`config.mk`:
```
export PLATFORM = sky130hd
export DESIGN_NAME = cd_host_regs
export DESIGN_NICKNAME = d
export VERILOG_FILES = /design/src/rtl/cd_host_regs_pkg.sv /design/src/rtl/cd_host_regs_rpt_timer.sv /design/src/rtl/cd_host_regs.sv
export SDC_FILE = /design/constraint.sdc
export NUM_CORES = 1
export LEC_CHECK = 0
export BUFFER_PORTS_ARGS = -buffer_cell sky130_fd_sc_hd__buf_2
export CAP_MARGIN = 10
export CORE_UTILIZATION = 36
export CTS_CLUSTER_DIAMETER = 80
export CTS_CLUSTER_SIZE = 24
export DETAILED_ROUTE_END_ITERATION = 7
export GPL_TIMING_DRIVEN = 1
export HOLD_SLACK_MARGIN = 0.03
export PLACE_DENSITY_LB_ADDON = 0.2
export SYNTH_ARGS = -nofsm -noshare
export SYNTH_HDL_FRONTEND = slang
export SYNTH_SLANG_ARGS = --single-unit
```
`constraint.sdc`:
```
create_clock -name CLK -period 2.6 [get_ports CLK]
set_clock_uncertainty 0.1 [all_clocks]
set_input_delay 0.26 -clock CLK [delete_from_list [all_inputs] [get_ports CLK]]
set_output_delay 0.26 -clock CLK [all_outputs]
set_load 0.01 [all_outputs]
```
`src/rtl/cd_host_regs_pkg.sv`:
```
// -----------------------------------------------------------------------------
// cd_host_regs_pkg
// Shared definitions for the CD host register block: register byte offsets
// within the host window, HIRQ bit positions, CR reset contents and the
// command FSM state encoding.
// -----------------------------------------------------------------------------
package cd_host_regs_pkg;

  // Byte offsets inside the CD register window (host drives A[6:1]).
  localparam logic [6:0] HIRQ_OFS     = 7'h08;
  localparam logic [6:0] HIRQMASK_OFS = 7'h0C;
  localparam logic [6:0] CR_BASE_OFS  = 7'h18;

  // HIRQ bit indices.
  localparam int CMOK_BIT = 0;
  localparam int SCDQ_BIT = 10;

  localparam logic [15:0] HIRQMASK_RST = 16'hFFFF;

  // CR power-up contents ("CDBLOCK" signature); CRs past CR4 reset to zero.
  localparam logic [15:0] CR1_RST = 16'h0043;
  localparam logic [15:0] CR2_RST = 16'h4442;
  localparam logic [15:0] CR3_RST = 16'h4C4F;
  localparam logic [15:0] CR4_RST = 16'h434B;

  typedef enum logic [1:0] {
    ST_IDLE  = 2'd0,
    ST_ISSUE = 2'd1,
    ST_BUSY  = 2'd2
  } cd_state_e;

  // Reset value of CR(k+1), k zero-based.
  function automatic logic [15:0] cr_rst_val(input int k);
    case (k)
      0:       return CR1_RST;
      1:       return CR2_RST;
      2:       return CR3_RST;
      3:       return CR4_RST;
      default: return 16'h0000;
    endcase
  endfunction

endpackage

```
`src/rtl/cd_host_regs_rpt_timer.sv`:
```
// -----------------------------------------------------------------------------
// cd_rpt_timer
// Periodic status report counter. Counts clock-enabled ticks while enabled and
// pulses 'tick' on the tick where the count reaches PERIOD-1, wrapping to 0.
// 'clr' forces the count to 0 and suppresses the pulse.
//
// Ports:
//   CLK   in   system clock
//   RST_N in   asynchronous active-low reset
//   ce    in   clock enable
//   en    in   count enable (command FSM idle)
//   clr   in   synchronous clear (command issue / not idle)
//   tick  out  report strobe, combinational, one enabled tick wide
// -----------------------------------------------------------------------------
module cd_rpt_timer
  import cd_host_regs_pkg::*;
#(
  parameter logic [15:0] PERIOD = 16'd1000
) (
  input  logic CLK,
  input  logic RST_N,
  input  logic ce,
  input  logic en,
  input  logic clr,
  output logic tick
);

  logic [15:0] cnt_q;

  assign tick = ce & en & ~clr & (cnt_q == PERIOD - 16'd1);

  always_ff @(posedge CLK or negedge RST_N) begin
    if (!RST_N) begin
      cnt_q <= '0;
    end else if (ce) begin
      if (clr) begin
        cnt_q <= '0;
      end else if (en) begin
        cnt_q <= tick ? 16'd0 : cnt_q + 16'd1;
      end
    end
  end

endmodule

```
`src/rtl/cd_host_regs.sv`:
```
// -----------------------------------------------------------------------------
// cd_host_regs
// Host-side register file of the CD block: HIRQ / HIRQMASK interrupt registers,
// N_CR command/response registers, a command handshake towards the drive core
// and periodic status reports while idle.
//
// Ports:
//   CLK, RST_N          clock, asynchronous active-low reset
//   CE_R                clock enable; all state advances only when high
//   CS_N, A, DI, WE_N   host bus: select, word offset A[6:1], write data, strobe
//   DO                  host read data (combinational)
//   IRQ_N               host interrupt, active low
//   CMD_VALID/READY     command handshake to the drive core
//   CMD_DATA            CR1..CR(N_CR) captured at issue, CR1 in the MSBs
//   RSP_VALID/RSP_DATA  drive core response, loaded into the CRs while busy
//   STAT_DATA           drive status copied into the CRs by periodic reports
// -----------------------------------------------------------------------------
module cd_host_regs
  import cd_host_regs_pkg::*;
#(
  parameter int          N_CR       = 4,
  parameter logic [15:0] RPT_PERIOD = 16'd1000,
  parameter logic [15:0] HIRQ_RST   = 16'hFFFF
) (
  input  logic                 CLK,
  input  logic                 RST_N,
  input  logic                 CE_R,
  input  logic                 CS_N,
  input  logic [5:0]           A,
  input  logic [15:0]          DI,
  input  logic                 WE_N,
  output logic [15:0]          DO,
  output logic                 IRQ_N,
  output logic                 CMD_VALID,
  input  logic                 CMD_READY,
  output logic [16*N_CR-1:0]   CMD_DATA,
  input  logic                 RSP_VALID,
  input  logic [16*N_CR-1:0]   RSP_DATA,
  input  logic [16*N_CR-1:0]   STAT_DATA
);

  localparam int CRW = 16 * N_CR;

  logic [15:0]    hirq_q;
  logic [15:0]    hirq_d;
  logic [15:0]    hirqmask_q;
  logic [15:0]    cr_q [N_CR];
  logic [CRW-1:0] cr_pack;
  logic [CRW-1:0] cmd_data_q;
  logic [15:0]    rd_data;
  cd_state_e      state_q;
  cd_state_e      state_d;

  // Address decode. The host presents a word offset; registers are mapped at
  // byte offsets, so rebuild the byte address and derive the CR index.
  logic [6:0] addr;
  logic [6:0] cr_off;
  logic [4:0] cr_idx;
  logic       cr_hit;

  assign addr   = {A, 1'b0};
  assign cr_off = addr - CR_BASE_OFS;
  assign cr_idx = cr_off[6:2];
  assign cr_hit = (addr >= CR_BASE_OFS) && (cr_off[1:0] == 2'b00) &&
                  (int'(cr_idx) < N_CR);

  logic host_wr;
  logic hirq_wr;
  logic mask_wr;
  logic cr_wr;
  logic issue;
  logic rsp_load;
  logic rpt_load;

  assign host_wr  = CE_R && !CS_N && !WE_N;
  assign hirq_wr  = host_wr && (addr == HIRQ_OFS);
  assign mask_wr  = host_wr && (addr == HIRQMASK_OFS);
  assign cr_wr    = host_wr && cr_hit && (state_q == ST_IDLE);
  assign issue    = cr_wr && (int'(cr_idx) == N_CR - 1);
  assign rsp_load = CE_R && RSP_VALID && (state_q == ST_BUSY);

  // Clearing on the issue cycle both restarts the count for the next idle
  // period and drops a report that would coincide with the host command.
  cd_rpt_timer #(
    .PERIOD (RPT_PERIOD)
  ) u_rpt_timer (
    .CLK   (CLK),
    .RST_N (RST_N),
    .ce    (CE_R),
    .en    (state_q == ST_IDLE),
    .clr   (issue || (state_q != ST_IDLE)),
    .tick  (rpt_load)
  );

  always_comb begin
    cr_pack = '0;
    for (int k = 0; k < N_CR; k++) begin
      cr_pack[CRW-1-16*k -: 16] = cr_q[k];
    end
  end

  // Host AND first, hardware sets last so a set wins on its own bit.
  always_comb begin
    hirq_d = hirq_q;
    if (hirq_wr)  hirq_d = hirq_q & DI;
    if (issue)    hirq_d[CMOK_BIT] = 1'b0;
    if (rsp_load) hirq_d[CMOK_BIT] = 1'b1;
    if (rpt_load) hirq_d[SCDQ_BIT] = 1'b1;
  end

  always_comb begin
    state_d = state_q;
    case (state_q)
      ST_IDLE:  if (issue)                state_d = ST_ISSUE;
      ST_ISSUE: if (CE_R && CMD_READY)    state_d = ST_BUSY;
      ST_BUSY:  if (rsp_load)             state_d = ST_IDLE;
      default:                            state_d = ST_IDLE;
    endcase
  end

  always_ff @(posedge CLK or negedge RST_N) begin
    if (!RST_N) begin
      state_q <= ST_IDLE;
    end else begin
      state_q <= state_d;
    end
  end

  always_ff @(posedge CLK or negedge RST_N) begin
    if (!RST_N) begin
      hirq_q     <= HIRQ_RST;
      hirqmask_q <= HIRQMASK_RST;
      cmd_data_q <= '0;
      for (int k = 0; k < N_CR; k++) begin
        cr_q[k] <= cr_rst_val(k);
      end
    end else begin
      hirq_q <= hirq_d;
      if (mask_wr) hirqmask_q <= DI;
      // The last CR is being written this cycle, so take it from DI.
      if (issue)   cmd_data_q <= {cr_pack[CRW-1:16], DI};
      for (int k = 0; k < N_CR; k++) begin
        if (cr_wr && (int'(cr_idx) == k)) begin
          cr_q[k] <= DI;
        end else if (rsp_load) begin
          cr_q[k] <= RSP_DATA[CRW-1-16*k -: 16];
        end else if (rpt_load) begin
          cr_q[k] <= STAT_DATA[CRW-1-16*k -: 16];
        end
      end
    end
  end

  always_comb begin
    rd_data = 16'h0000;
    if (!CS_N) begin
      if (addr == HIRQ_OFS) begin
        rd_data = hirq_q;
      end else if (addr == HIRQMASK_OFS) begin
        rd_data = hirqmask_q;
      end else if (cr_hit) begin
        for (int k = 0; k < N_CR; k++) begin
          if (int'(cr_idx) == k) rd_data = cr_q[k];
        end
      end
    end
  end

  assign DO        = rd_data;
  assign IRQ_N     = ~|(hirq_q & hirqmask_q);
  assign CMD_VALID = (state_q == ST_ISSUE);
  assign CMD_DATA  = cmd_data_q;

endmodule

```
==> impl_metrics.tcl, run 1 <==
set metrics [dict create \
    wl_per_cell_um 21.5 \
    netlist.area_leader.share_pct 33.9 \
    finalSetupViolCount 6 \
    gp_congestion 0.881 \
    irDropWorstVdd_mv 0.361 \
    end_kind "register" \
    setup_slack_ns -0.0176 \
    cts_buffers 17 \
    area_growth_syn_to_layout_pct 34.5 \
    worst_hold_slack_ns 0.0163 \
    synth_area_leaders "dfrtp_1 34%, dfstp_2 15%, nand2_1 12%" \
    antenna_cells 0 \
    rsz0062_at_grt "yes" \
    die_area_sq_um 26100 \
    grt_pass1_vias 8408 \
    maxCapViolations 0 \
    totalWireLength_um 35200 \
    synth_cell_types 58 \
    place_hpwl_um 25200 \
    synthTopCellsByCount "296 x nand2_1, 124 x dfrtp_1, 59 x o21ai_0" \
    grt_max_degree 68 \
    synth_cells 1008 \
    dp.cells 1574 \
    cp_data_required_time_ns 2.83 \
    worst_pin_slew_ns 0.592 \
    setup.worst_path.start_class "register" \
    nFillCells 2441 \
    min-delay-start "STAT_DATA[54]" \
    drv_slew 0 \
    ys_ff_latch 178 \
    drive_above_1_share_pct 35.8 \
    period_minus_slack_ns 2.62 \
    status "complete, but fails checks" \
    ys_async_sr_fraction_pct 100 \
    synth_top_cell_by_area "dfrtp_1" \
    max_freq_ghz 0.382 \
    fin_tns_setup_ns -0.0547 \
    core_area_sq_um 25000 \
    yosys_most_used_dff "dfrtp_1" \
    min_path_type "primary input to register" \
    cts-root-buf "clkbuf_16" \
    slew_headroom_pct 60.4 \
    drtPass1Iterations 5 \
    syn_avg_cell_area_sq_um 9.08 \
    nNetsFinal 1453 \
    fp.dieW_um 161 \
    grt_overflow 0 \
    worstPathArrival_ns 2.85 \
    io_pins 239 \
    yosysMostFrequentCell "nand2_1" \
    drc_errors 0 \
    startpoint "u_rpt_timer.cnt_q[1]" \
    power_density_nw_per_um2 567 \
    synth_edf_count 0 \
    path_class "register to register" \
    syn-num-nets 1168 \
    hold_viol_final 0 \
    start_util_pct 36.6 \
    track_usage_pct 26.7 \
    leakage_nw 6.06 \
    clkTransAtPathRegs_ns 0.07 \
    clockBufferDepth 2 \
    violations "negative setup slack" \
    grt_pass1_wl_um 51800 \
    fin_crit_sh_pct 101 \
    h-tree-depth 4 \
    first_iter_violations 871 \
    antenna_found_initial 0 \
    rows 58 \
    stdcell_count 1636 \
    clkLatencyLatePin_ns 0.44 \
    yosys_warnings 0 \
    vias 9047 \
    die_h_um 161 \
    synth.cell_area_sq_um 9160 \
    cts_tree "built" \
    path_max_fanout 5 \
    io_buffer_count 238 \
    viasPerCell 5.53 \
    yosysSeqAreaShare_pct 49.4 \
    cts_sinks 178 \
    antenna_left 0 \
    reg2reg_from "u_rpt_timer.cnt_q[1]" \
]
timing repair:
item / 4_1_cts / 5_1_grt
setup endpoints to repair: 61 / 57
cloned: 0 / 2
pin swaps: 2 / 12
setup buffers: 2 / 3
endpoints found under the hold margin: 62 / 1
gates resized for setup: 14 / 33
hold buffers: 22 / 1
where the power goes:
part,internal [mW],switching (mW)
registers,3.09,0.236
clock network,1.27,1.27
logic,0.518,0.594
through the flow:
| stage | setup WS, ns | area (sq um) | power (mW) | utilization, % |
|---|---|---|---|---|
| after global placement | -0.266 | 11200 | 4.39 | 44.7 |
| after global routing | -0.116 | 12300 | 7.25 | 49.2 |
| after detailed placement | -0.262 | 11200 | 4.40 | 44.7 |
| final | -0.0176 | 12300 | 6.98 | 49.2 |
| after floorplan | 0.0386 | 9160 | 3.80 | - |
| after CTS | -0.0645 | 12100 | 6.97 | 48.2 |
logic make-up after synthesis:
logic type                 share of synthesized area, %
DFF                                                49.4
xor gates and xnor gates                          0.191
AOI/OAI and AO/OA                                  18.5
and+or+nand+nor                                    21.0
buffers and inverters                              3.62
muxes                                              6.87
adders and majority gates                         0.410
cells in the final DEF (no fill, tap or decap), types with 16 or more instances in the layout:
| cell type | n |
|---|---|
| dlygate4sd3_1 | 23 |
| nand2_1 | 295 |
| dfrtp_1 | 124 |
| buf_4 | 57 |
| nor2_1 | 44 |
| dfstp_2 | 54 |
| o211ai_1 | 17 |
| o21ai_0 | 56 |
| a21oi_1 | 32 |
| clkbuf_16 | 19 |
| nand3_1 | 29 |
| buf_2 | 236 |
| a221o_1 | 16 |
| mux2i_1 | 46 |
per-layer routing:
layer  up-vias  global-route usage (%)  share of wire, %
met5         -                       0                 0
met2       411                    40.1                45
met4         0                    9.56               2.9
met1      4436                    38.3                45
li1       4153                       -                 -
met3        47                    5.03               8.0
sequential cells by signal, indices dropped and copies added, names as in the netlist:
name,count
CMD_DATA,64
cr_pack,64
hirq_q,16
hirqmask_q,16
state_q,2
u_rpt_timer.cnt_q,16
critical path, stage by stage, from the launching register on:
cell	delay [ns]
dfrtp_1	0.35
ha_2	0.20
or4b_4	0.47
or4_4	0.47
a211o_4	0.32
buf_4	0.16
clkbuf_16	0.16
nand2_1	0.07
and3_1	0.14
o21ai_1	0.07
final timing paths:
check,endpoint,slack [ns],cells after the start
worst max register to register,cr_pack[29],-0.02,9
min in group asynchronous,CMD_DATA[28],0.21,2
worst min register to register,hirq_q[7],0.37,1
max in group asynchronous,hirqmask_q[9],1.28,3
worst max-delay path,cr_pack[29],-0.02,9
worst min-delay path,cr_pack[54],0.02,3
final cells by class:
cell class	count	area, sq um	area share (%)
sequential	178	4520	36.7
clock buffer	17	425	3.46
timing repair buffer	337	2230	18.2
inverter	6	22.5	0.183
tap	330	413	3.35
clock inverter	15	143	1.16
multi-input combinational	753	4550	37.0
Note: power is estimated with default switching activity, not from simulation.
==> run 2, diff against run 1 <==
--- a/config.mk
+++ b/config.mk
@@ -14,6 +14,7 @@
 export GPL_TIMING_DRIVEN = 1
 export HOLD_SLACK_MARGIN = 0.03
 export PLACE_DENSITY_LB_ADDON = 0.2
+export SETUP_SLACK_MARGIN = 0.05
 export SYNTH_ARGS = -nofsm -noshare
 export SYNTH_HDL_FRONTEND = slang
 export SYNTH_SLANG_ARGS = --single-unit
==> impl_metrics.tcl, run 2 (synthesized netlist as in run 1, its figures left out) <==
set metrics [dict create \
    slowest_delay_ns 0.47 \
    gp_congestion 0.891 \
    path_class "register to register" \
    fin_crit_sh_pct 102 \
    wl_per_cell_um 21.1 \
    leakage_nw 6.11 \
    totalWireLength_um 34600 \
    max_freq_ghz 0.376 \
    grt_max_degree 60 \
    cts_buffers 17 \
    path_delay_family "simple AND/OR/NAND/NOR gates" \
    fin_util_pct 49.9 \
    grt_overflow 0 \
    cp_data_required_time_ns 2.83 \
    setup_slack_ns -0.0600 \
    min-delay-start "STAT_DATA[38]" \
    cts-root-buf "clkbuf_16" \
    first_iter_violations 786 \
    multi_input_area_sq_um 4670 \
    setup.worst_path.start_class "register" \
    drc_errors 0 \
    fp.dieW_um 161 \
    cts_sinks 178 \
    io_pins 239 \
    area_growth_syn_to_layout_pct 36.3 \
    min_path_type "primary input to register" \
    irDropWorstVdd_mv 0.342 \
    worst_pin_slew_ns 0.695 \
    nNetsFinal 1460 \
    path_max_fanout 12 \
    clockBufferDepth 2 \
    antenna_cells 0 \
    hold_viol_final 0 \
    startpoint "u_rpt_timer.cnt_q[1]" \
    drive_above_1_share_pct 37.5 \
    core_area_sq_um 25000 \
    worst_hold_slack_ns 0.0281 \
    crit_buf_inv 2 \
    cts_tree "built" \
    place_hpwl_um 24600 \
    slew_headroom_pct 53.7 \
    nFillCells 2414 \
    power_density_nw_per_um2 566 \
    end_kind "register" \
    reg2reg_from "u_rpt_timer.cnt_q[1]" \
    dp_slack_ns -0.225 \
    grt_pass1_vias 8580 \
    grt_pass1_wl_um 52000 \
    regArea_sq_um 4520 \
    track_usage_pct 26.6 \
    clkTransAtPathRegs_ns 0.07 \
    status "complete, but fails checks" \
    clkLatencyLatePin_ns 0.44 \
    die_area_sq_um 26100 \
    start_util_pct 36.6 \
    io_buffer_count 238 \
    cpMaxStageDelayCell "or4_4" \
    h-tree-depth 4 \
    drtPass1Iterations 6 \
    final_cell_mix "294 x nand2_1, 235 x buf_2, 124 x dfrtp_1" \
    maxCapViolations 0 \
    period_minus_slack_ns 2.66 \
    layout_commonest_cell "nand2_1" \
    vias 9020 \
    cp_cell_sequence "ha_2 > or4b_4 > or4_4 > a211o_4 > buf_12 > buf_16 > o22ai_1 > nor3_1 > a21o_1" \
    finalSetupViolCount 16 \
    worstPathArrival_ns 2.89 \
    violations "negative setup slack" \
    rows 58 \
    drv_slew 0 \
    viasPerCell 5.49 \
    rsz0062_at_grt "yes" \
    antenna_found_initial 0 \
    antenna_left 0 \
    die_h_um 161 \
]
[run 2: cell count changes in the layout (fill, tap and decap cells not counted), sizes merged]
cell / before / now
dlygate4sd3: 23 / 24
a21o: 4 / 5
clkinv: 6 / 4
buf: 311 / 319
inv: 15 / 14
[run 2: per-stage QoR]
stage          area [sq um]  cells  power (mW)  setup TNS (ns)
2_1_floorplan          9170   1008        3.80               0
3_3_place_gp          11200   1576        4.39           -4.23
3_5_place_dp          11200   1576        4.41           -4.91
4_1_cts               12200   1632        7.07          -0.725
5_1_grt               12500   1643        7.34           -2.32
6_report              12500   1643        7.06          -0.290
[run 2: layout make-up]
class | instances | area share, %
clock inverter | 12 | 0.872
timing repair buffer | 343 | 18.1
clock buffer | 20 | 3.83
inverter | 6 | 0.180
tap | 330 | 3.31
sequential | 178 | 36.2
multi-input combinational | 754 | 37.4
[run 2: path summary, 6_finish.rpt]
check                           slack (ns)      endpoint  cells after the start
worst min register to register        0.37     hirq_q[1]                      1
worst min-delay path                  0.03   cr_pack[38]                      3
worst max-delay path                 -0.06   cr_pack[24]                      9
worst max register to register       -0.06   cr_pack[24]                      9
min in group asynchronous             0.24  CMD_DATA[28]                      2
max in group asynchronous             1.32    hirq_q[12]                      3
[run 2: metal layers]
layer | vias up | wire length [um] | track usage [%]
li1 | 4167 | - | -
met4 | 0 | 797 | 8.40
met5 | - | 0 | 0
met2 | 377 | 15700 | 40.6
met3 | 45 | 2640 | 4.60
met1 | 4431 | 15500 | 38.4
[run 2: repair_timing]
item                                   4_1_cts  5_1_grt
gates resized for setup                     40       61
gates cloned                                 2        1
hold buffers                                22        2
pin swaps                                    5       28
setup endpoints to repair                   61       76
buffers inserted                             0        9
endpoints found under the hold margin       57        2
[run 2: worst min-delay path, delay by kind of cell]
kind	cells	cell delay, ns
mux	1	0.07
buf+inv	1	0.07
compound gates	1	0.12
[run 2: report_power, final]
| group | internal, mW | switching (mW) |
|---|---|---|
| Combinational | 0.545 | 0.597 |
| Sequential | 3.09 | 0.238 |
| Clock | 1.37 | 1.22 |
| Total | 5.01 | 2.06 |
==> run 3, diff against run 2 <==
--- a/config.mk
+++ b/config.mk
@@ -6,15 +6,15 @@
 export NUM_CORES = 1
 export LEC_CHECK = 0
 export BUFFER_PORTS_ARGS = -buffer_cell sky130_fd_sc_hd__buf_2
-export CAP_MARGIN = 10
 export CORE_UTILIZATION = 36
 export CTS_CLUSTER_DIAMETER = 80
 export CTS_CLUSTER_SIZE = 24
 export DETAILED_ROUTE_END_ITERATION = 7
 export GPL_TIMING_DRIVEN = 1
 export HOLD_SLACK_MARGIN = 0.03
-export PLACE_DENSITY_LB_ADDON = 0.2
+export PLACE_DENSITY = 0.6
 export SETUP_SLACK_MARGIN = 0.05
+export SKIP_CTS_REPAIR_TIMING = 1
 export SYNTH_ARGS = -nofsm -noshare
 export SYNTH_HDL_FRONTEND = slang
 export SYNTH_SLANG_ARGS = --single-unit
==> impl_metrics.tcl, run 3 (synthesized netlist as in run 1, its figures left out) <==
set metrics [dict create \
    cp_cell_sequence "ha_2 > or4b_4 > or4_4 > buf_6 > a211oi_4 > buf_12 > buf_8 > clkbuf_16 > nor3_1 > nor3_1 > a21o_1" \
    regArea_sq_um 4520 \
    grt_pass1_vias 8401 \
    power_density_nw_per_um2 577 \
    clockBufferDepth 2 \
    nNetsFinal 1453 \
    cts-root-buf "clkbuf_16" \
    die_area_sq_um 26100 \
    place_hpwl_um 25200 \
    drc_errors 0 \
    stdcell_count 1636 \
    finalPower_mw 7.26 \
    fp.dieW_um 161 \
    antenna_found_initial 0 \
    cp_data_required_time_ns 2.88 \
    startpoint "u_rpt_timer.cnt_q[0]" \
    period_minus_slack_ns 2.75 \
    crit_buf_inv 4 \
    clkTransAtPathRegs_ns 0.07 \
    path_common_cell "nor3_1" \
    reg2reg_from "u_rpt_timer.cnt_q[0]" \
    rows 58 \
    path_class "register to register" \
    dp.cells 1581 \
    multi_input_area_sq_um 4700 \
    end_kind "register" \
    fin_tns_setup_ns -2.29 \
    dp_slack_ns -0.191 \
    slew_headroom_pct 55.5 \
    io_pins 239 \
    grt_pass1_wl_um 51100 \
    maxCapViolations 0 \
    worstPathArrival_ns 3.03 \
    drtPass1Iterations 8 \
    placed_area_sq_um 11200 \
    path_max_fanout 5 \
    path_delay_family "simple AND/OR/NAND/NOR gates" \
    start_util_pct 36.6 \
    grt_max_degree 62 \
    cpMaxStageDelayCell "or4b_4" \
    slowest_delay_ns 0.47 \
    first_iter_violations 894 \
    viasPerCell 5.62 \
    drive_above_1_share_pct 38.8 \
    antenna_left 0 \
    totalWireLength_um 35400 \
    wl_per_cell_um 21.6 \
    die_h_um 161 \
    hold_viol_final 0 \
    nFillCells 2394 \
    fin_crit_sh_pct 106 \
    cts_buffers 17 \
    worst_hold_slack_ns 0.00297 \
    track_usage_pct 26.2 \
    clkLatencyLatePin_ns 0.44 \
    vias 9200 \
    final_cell_mix "289 x nand2_1, 236 x buf_2, 124 x dfrtp_1" \
    min_path_type "primary input to register" \
    area_growth_syn_to_layout_pct 37.3 \
    core_area_sq_um 25000 \
    finalSetupViolCount 46 \
    fin_area_sq_um 12600 \
    max_freq_ghz 0.363 \
    leakage_nw 6.12 \
    antenna_cells 0 \
    gp_congestion 0.881 \
    irDropWorstVdd_mv 0.373 \
    grt_overflow 0 \
    drv_slew 0 \
    cts_tree "built" \
    worst_pin_slew_ns 0.667 \
    h-tree-depth 4 \
    cts_sinks 178 \
    rsz0062_at_grt "yes" \
    setup.worst_path.start_class "register" \
    min-delay-start "RSP_DATA[27]" \
    violations "negative setup slack" \
    setup_slack_ns -0.154 \
    fin_util_pct 50.2 \
    status "complete, but fails checks" \
    io_buffer_count 238 \
    layout_commonest_cell "nand2_1" \
]
## run 3: path summary, 6_finish.rpt
path	depth (start not counted)	endpoint	slack (ns)
max	11	cr_pack[20]	-0.15
min	3	cr_pack[27]	0.003
max reg2reg	11	cr_pack[20]	-0.15
min reg2reg	1	hirq_q[5]	0.37
max in group asynchronous	3	CMD_DATA[63]	1.33
min in group asynchronous	2	CMD_DATA[25]	0.30
## run 3: tightest hold or removal path, stage by stage
cell,delay (ns)
buf_2,0.10
o2bb2ai_1,0.12
o21ai_1,0.06
## run 3: final cells by class
class | instances | area share (%)
well taps | 330 | 3.28
clock buffers | 19 | 3.52
multi-input cells | 754 | 37.4
flip-flops and latches | 178 | 36.0
clock inverters | 13 | 1.40
repair buffers | 336 | 18.3
inverters | 6 | 0.179
## run 3: report_power, final
part	total, mW	switching, mW	internal, mW	leakage [nW]
Sequential	3.34	0.251	3.09	2.22
Combinational	1.14	0.603	0.540	3.61
Clock	2.77	1.21	1.56	0.291
Total	7.26	2.06	5.19	6.12
## run 3: routing by layer
layer	share of wire, %	wire length (um)	track usage, %	vias up
met2	44	15700	38.7	421
met5	0	0	0	-
met1	44	15600	38.4	4556
met3	7.9	2780	4.13	62
li1	-	-	-	4161
met4	3.5	1230	9.78	0
